`config.mk`:
```
export PLATFORM = sky130hd
export DESIGN_NAME = multi_spinner
export DESIGN_NICKNAME = d
export VERILOG_FILES = /design/src/rtl/multi_spinner.sv
export SDC_FILE = /design/constraint.sdc
export NUM_CORES = 1
export LEC_CHECK = 0
export ABC_AREA = 1
export CORE_ASPECT_RATIO = 0.75
export CORE_UTILIZATION = 44
export CTS_CLUSTER_SIZE = 25
export DETAILED_ROUTE_END_ITERATION = 6
export PLACE_DENSITY = 0.74
export SYNTH_ARGS = -nofsm -noshare
export SYNTH_HDL_FRONTEND = slang
export SYNTH_SLANG_ARGS = --single-unit
```
`constraint.sdc`:
```
create_clock -name clock_40 -period 3.3 [get_ports clock_40]
set_input_delay 0.66 -clock clock_40 [delete_from_list [all_inputs] [get_ports clock_40]]
set_output_delay 0.66 -clock clock_40 [all_outputs]
set_load 0.005 [all_outputs]
```
`src/rtl/multi_spinner.sv`:
```
// Button and mouse driven rotary spinners, one angle counter per channel.
// Optional mouse residue path: define SPINNER_MOUSE_EN.
module multi_spinner #(
    parameter int CHANNELS  = 2,
    parameter int ANGLE_W   = 4,
    parameter int ACC_HOLD  = 8,
    parameter int MOUSE_MAX = 2
) (
    input  logic                        clock_40,
    input  logic                        reset,
    input  logic                        tick,
    input  logic [CHANNELS-1:0]         btn_left,
    input  logic [CHANNELS-1:0]         btn_right,
    input  logic [CHANNELS-1:0]         btn_acc,
    input  logic [CHANNELS*9-1:0]       delta_in,
    input  logic [CHANNELS-1:0]         delta_strobe,
    output logic [CHANNELS*ANGLE_W-1:0] spin_angle,
    output logic [CHANNELS-1:0]         spin_dir,
    output logic [CHANNELS-1:0]         spin_moved
);

    localparam int HW = $clog2(ACC_HOLD + 1);
    localparam logic [HW-1:0] HOLD_MAX = HW'(ACC_HOLD);

    typedef enum logic [1:0] {IDLE, SPIN_CW, SPIN_CCW} state_t;

    logic r_tick_prev;
    logic w_edge;

    // Reloading from tick during reset suppresses a false edge afterwards.
    always_ff @(posedge clock_40) begin
        r_tick_prev <= tick;
    end

    assign w_edge = tick & ~r_tick_prev;

`ifndef SPINNER_MOUSE_EN
    logic w_unused;
    assign w_unused = ^{delta_in, delta_strobe};
`endif

    for (genvar g = 0; g < CHANNELS; g++) begin : g_ch
        state_t              r_state;
        state_t              w_next;
        logic [HW-1:0]       r_hold;
        logic [ANGLE_W-1:0]  r_angle;
        logic                r_dir;
        logic                r_moved;
        logic                w_fast;
        logic [2:0]          w_step;
        logic signed [12:0]  w_take;
        logic signed [12:0]  w_net;

        always_comb begin
            w_next = IDLE;
            if (btn_right[g] && !btn_left[g]) begin
                w_next = SPIN_CW;
            end else if (btn_left[g] && !btn_right[g]) begin
                w_next = SPIN_CCW;
            end
        end

        always_comb begin
            w_fast = (w_next == r_state) && (r_hold >= HOLD_MAX);
            w_step = btn_acc[g] ? 3'd2 : 3'd1;
            if (w_fast) begin
                w_step = w_step << 1;
            end
            w_net = w_take;
            if (w_next == SPIN_CW) begin
                w_net = w_take + $signed({10'd0, w_step});
            end else if (w_next == SPIN_CCW) begin
                w_net = w_take - $signed({10'd0, w_step});
            end
        end

`ifdef SPINNER_MOUSE_EN
        localparam logic signed [12:0] MMAX = 13'(MOUSE_MAX);
        logic signed [11:0] r_res;
        logic signed [12:0] w_sum;
        logic signed [12:0] w_sat;
        logic        [8:0]  w_d;

        assign w_d = delta_in[g*9 +: 9];

        always_comb begin
            w_sum = {r_res[11], r_res};
            if (delta_strobe[g]) begin
                w_sum = {r_res[11], r_res} + {{4{w_d[8]}}, w_d};
            end
            w_sat = w_sum;
            if (w_sum > 13'sd2047) begin
                w_sat = 13'sd2047;
            end else if (w_sum < -13'sd2048) begin
                w_sat = -13'sd2048;
            end
            w_take = w_sat;
            if (w_sat > MMAX) begin
                w_take = MMAX;
            end else if (w_sat < -MMAX) begin
                w_take = -MMAX;
            end
        end

        always_ff @(posedge clock_40) begin
            if (reset) begin
                r_res <= '0;
            end else if (w_edge) begin
                r_res <= 12'(w_sat - w_take);
            end else begin
                r_res <= w_sat[11:0];
            end
        end
`else
        assign w_take = '0;
`endif

        always_ff @(posedge clock_40) begin
            if (reset) begin
                r_state <= IDLE;
            end else if (w_edge) begin
                r_state <= w_next;
            end
        end

        always_ff @(posedge clock_40) begin
            if (reset) begin
                r_hold  <= '0;
                r_angle <= '0;
                r_dir   <= 1'b0;
                r_moved <= 1'b0;
            end else begin
                r_moved <= 1'b0;
                if (w_edge) begin
                    if (w_next != r_state) begin
                        r_hold <= '0;
                    end else if (w_next != IDLE && r_hold < HOLD_MAX) begin
                        r_hold <= r_hold + 1'b1;
                    end
                    r_angle <= r_angle + w_net[ANGLE_W-1:0];
                    if (w_net != 13'sd0) begin
                        r_dir <= w_net[12];
                    end
                    r_moved <= |w_net[ANGLE_W-1:0];
                end
            end
        end

        assign spin_angle[g*ANGLE_W +: ANGLE_W] = r_angle;
        assign spin_dir[g]   = r_dir;
        assign spin_moved[g] = r_moved;
    end

endmodule
```
==> results.ini <==
[outcome]
status = completed

[setup_path]
criticalPathCategory = in2reg
path_max_fanout = 2
cp.arrival_ps = 3180
worst_ep_required_time_ps = 3460
end_kind = register
reg2reg_from = g_ch[0].r_state[0]$_SDFFE_PP0P_
reg2reg_slack_ps = 1110
startpoint_type = primary input
worstRegToRegCells = 17
reg2reg_to = g_ch[0].r_angle[3]$_SDFFE_PP0P_

[yosys]
synth-edff-count = 0
netlist_top_cells_area = dfxtp_1 30%, ha_1 17%, nand2_1 11%, inv_1 8.2%, nor2_1 5.2%
async_flop_share_pct = 0
netlist_area_um2 = 1650
synthCells = 232
synth_commonest_cells = 50 x nand2_1, 36 x inv_1, 25 x dfxtp_1, 23 x nor2_1, 22 x ha_1
ys.flop_type = dfxtp_1
synth.most_common_cell = nand2_1
yosys.area.top_type = dfxtp_1
yosysSeqAreaShare_pct = 30.3
synth_warnings = 0
ys_ff_latch = 25
syn_nets = 285
yosysUniqueCellTypes = 22
avgSynthCellArea_um2 = 7.12
synth_top_cell_area_share_pct = 30.3

[clocking]
cts_buffers = 3
clockBufferDepth = 2
htree_num_levels = 1
cts_tree = built
worstSkewPairLatency_ps = 260
cts_root_buffer = clkbuf_8
post_cts_buffers = 0
cts_resized = 0
cts_hold_buf = 0
clk_pin_slew_ps = 80
cts_sinks = 25

[detailed_routing]
antenna_left = 0
wl_met2_um = 1260
wirelength_um = 3020
drc = 0
highest_layer = met4
met3WireLength_um = 133
viasPerCell = 4.52
avgRoutedWirePerCell_um = 9.76
wl_met1_um = 1610
num_vias = 1397
dr.pass1.iters = 4
drt_iter0_drc = 39

[global_route]
grt_pass1_wl_um = 5290
grtUsageTotal_pct = 17.2
first_global_vias = 1224
antenna_found_initial = 0
gr-total-overflow = 0
grt_max_degree = 19

[finish]
fin_nets = 313
final_util_pct = 58.7
fin_area_um2 = 2010
area_growth_pct = 21.6
diodes = 0
final_layout_size_suffix_gt1_share_pct = 11.6

[sta]
tns_ps = 0
hold_violations = 0
slew_headroom_pct = 64.1
drv_slew = 0
finalCritPeriodShare_pct = 91.5
max_freq_ghz = 0.331
max_slew.worst_pin.slew_ps = 537
skew_ps = 3.13
finalWorstSetupSlack_ps = 281
setup_viol = 0
rsz0062_at_grt = no
layout_min_cycle_time_ps = 3020
holdWs_ps = 471

[placement]
dpl_cell_area_um2 = 1950
io_buffers = 20
hpwl_um = 2360
dp_slack_ps = -157
gp_congestion = 0.787

[power]
p_sw_mw = 0.178
power_density_nw_per_um2 = 324
peakVddDrop_mv = 0.214
pwr-share-clk_pct = 26.9
power.leakage_nw = 0.980
p_comb_share_pct = 22.8
internal_power_mw = 0.471
switching_share_pct = 27.5
seqPwrFrac_pct = 50.4

[floorplan]
rows = 18
chipHeight_um = 55.1
initial_utilization_pct = 48.2
io_pins = 41
die_area_um2 = 4010
die_w_um = 72.7
coreArea_um2 = 3420

[worst_hold_path]
min_path_cells = 2
hp-start = g_ch[1].r_dir$_SDFFE_PP0P_
hold_end = g_ch[1].r_dir$_SDFFE_PP0P_
min_path_type = reg2reg

[flow_run]
maxCapViolCount = 0

## stage by stage
stage                     power, mW  std cells
after floorplan               0.426        232
after global placement        0.477        305
after detailed placement      0.481        305
after CTS                     0.658        309
after global routing          0.693        309
final                         0.650        309
## placed cells by master, fill, tap and decap left out, types with 3 or more instances in the layout
master,instances
nand2_1,50
inv_1,36
dfxtp_1,25
ha_1,22
nor2_1,21
clkdlybuf4s50_1,19
a21oi_1,17
o21ai_0,12
buf_4,12
nand3_1,11
nand2_2,8
xor2_1,3
nand4_1,3
clkbuf_8,3
## flip-flops by register name (all words and copies together) (netlist names)
register	flops
g_ch.r_dir	2
g_ch.r_state	4
r_tick_prev	1
g_ch.r_moved	2
g_ch.r_hold	8
g_ch.r_angle	8
## final cells by class
class	count	area, um^2
tap	50	62.6
fill	328	1420
sequential	25	500
inverter	38	143
multi-input combinational	160	965
clock buffer	4	45.0
timing repair buffer	32	293
## worst max-delay path, stage by stage
cell             delay [ps]
clkdlybuf4s50_1         480
inv_1                    60
ha_1                    180
inv_1                    70
nand2_1                  50
nand2_1                  60
nand2_2                  70
nor2_4                   90
inv_1                    70
ha_1                    260
or2_1                   240
nand2_2                  70
inv_1                    40
ha_1                    260
nand2_1                  50
nor2_2                  140
nor2_1                   50
nand2_1                  80
nand3_1                  70
nand2_1                  60
nor2_1                   40
## power groups by stage
stage / logic (mW) / registers [mW] / clock network (mW)
6_report: 0.148 / 0.327 / 0.175
5_1_grt: 0.170 / 0.330 / 0.193
4_1_cts: 0.147 / 0.327 / 0.184
3_5_place_dp: 0.146 / 0.334 / 0
3_3_place_gp: 0.143 / 0.334 / 0
2_1_floorplan: 0.0927 / 0.333 / 0
## routing by layer
layer	up-vias	track usage (%)
met5	-	0
met4	0	0.980
met3	2	3.99
met2	30	28.3
met1	590	24.3
li1	775	-
## cells by family (layout without fill, tap and decap cells)
kind of cell / Yosys count / after routing / share of synthesized area (%)
simple gates: 98 / 98 / 25.5
buf+inv: 47 / 74 / 12.1
compound gates: 34 / 34 / 10.8
flops: 25 / 25 / 30.3
fa+ha+maj: 24 / 24 / 19.1
xor+xnor: 4 / 4 / 2.12
## worst max-delay path by stage
stage / from / endpoint / slack (ps) / depth (start not counted)
3_3_place_gp: btn_left[0] / g_ch[0].r_angle[3]$_SDFFE_PP0P_ / -100 / 20
3_5_place_dp: btn_left[0] / g_ch[0].r_angle[3]$_SDFFE_PP0P_ / -160 / 20
2_1_floorplan: btn_left[0] / g_ch[0].r_angle[3]$_SDFFE_PP0P_ / 510 / 19
6_report: btn_right[0] / g_ch[0].r_angle[3]$_SDFFE_PP0P_ / 280 / 21
4_1_cts: btn_left[0] / g_ch[0].r_angle[3]$_SDFFE_PP0P_ / 130 / 20
5_1_grt: btn_right[0] / g_ch[0].r_angle[3]$_SDFFE_PP0P_ / 60 / 21
No activity file was read; power rests on OpenSTA's default activity.
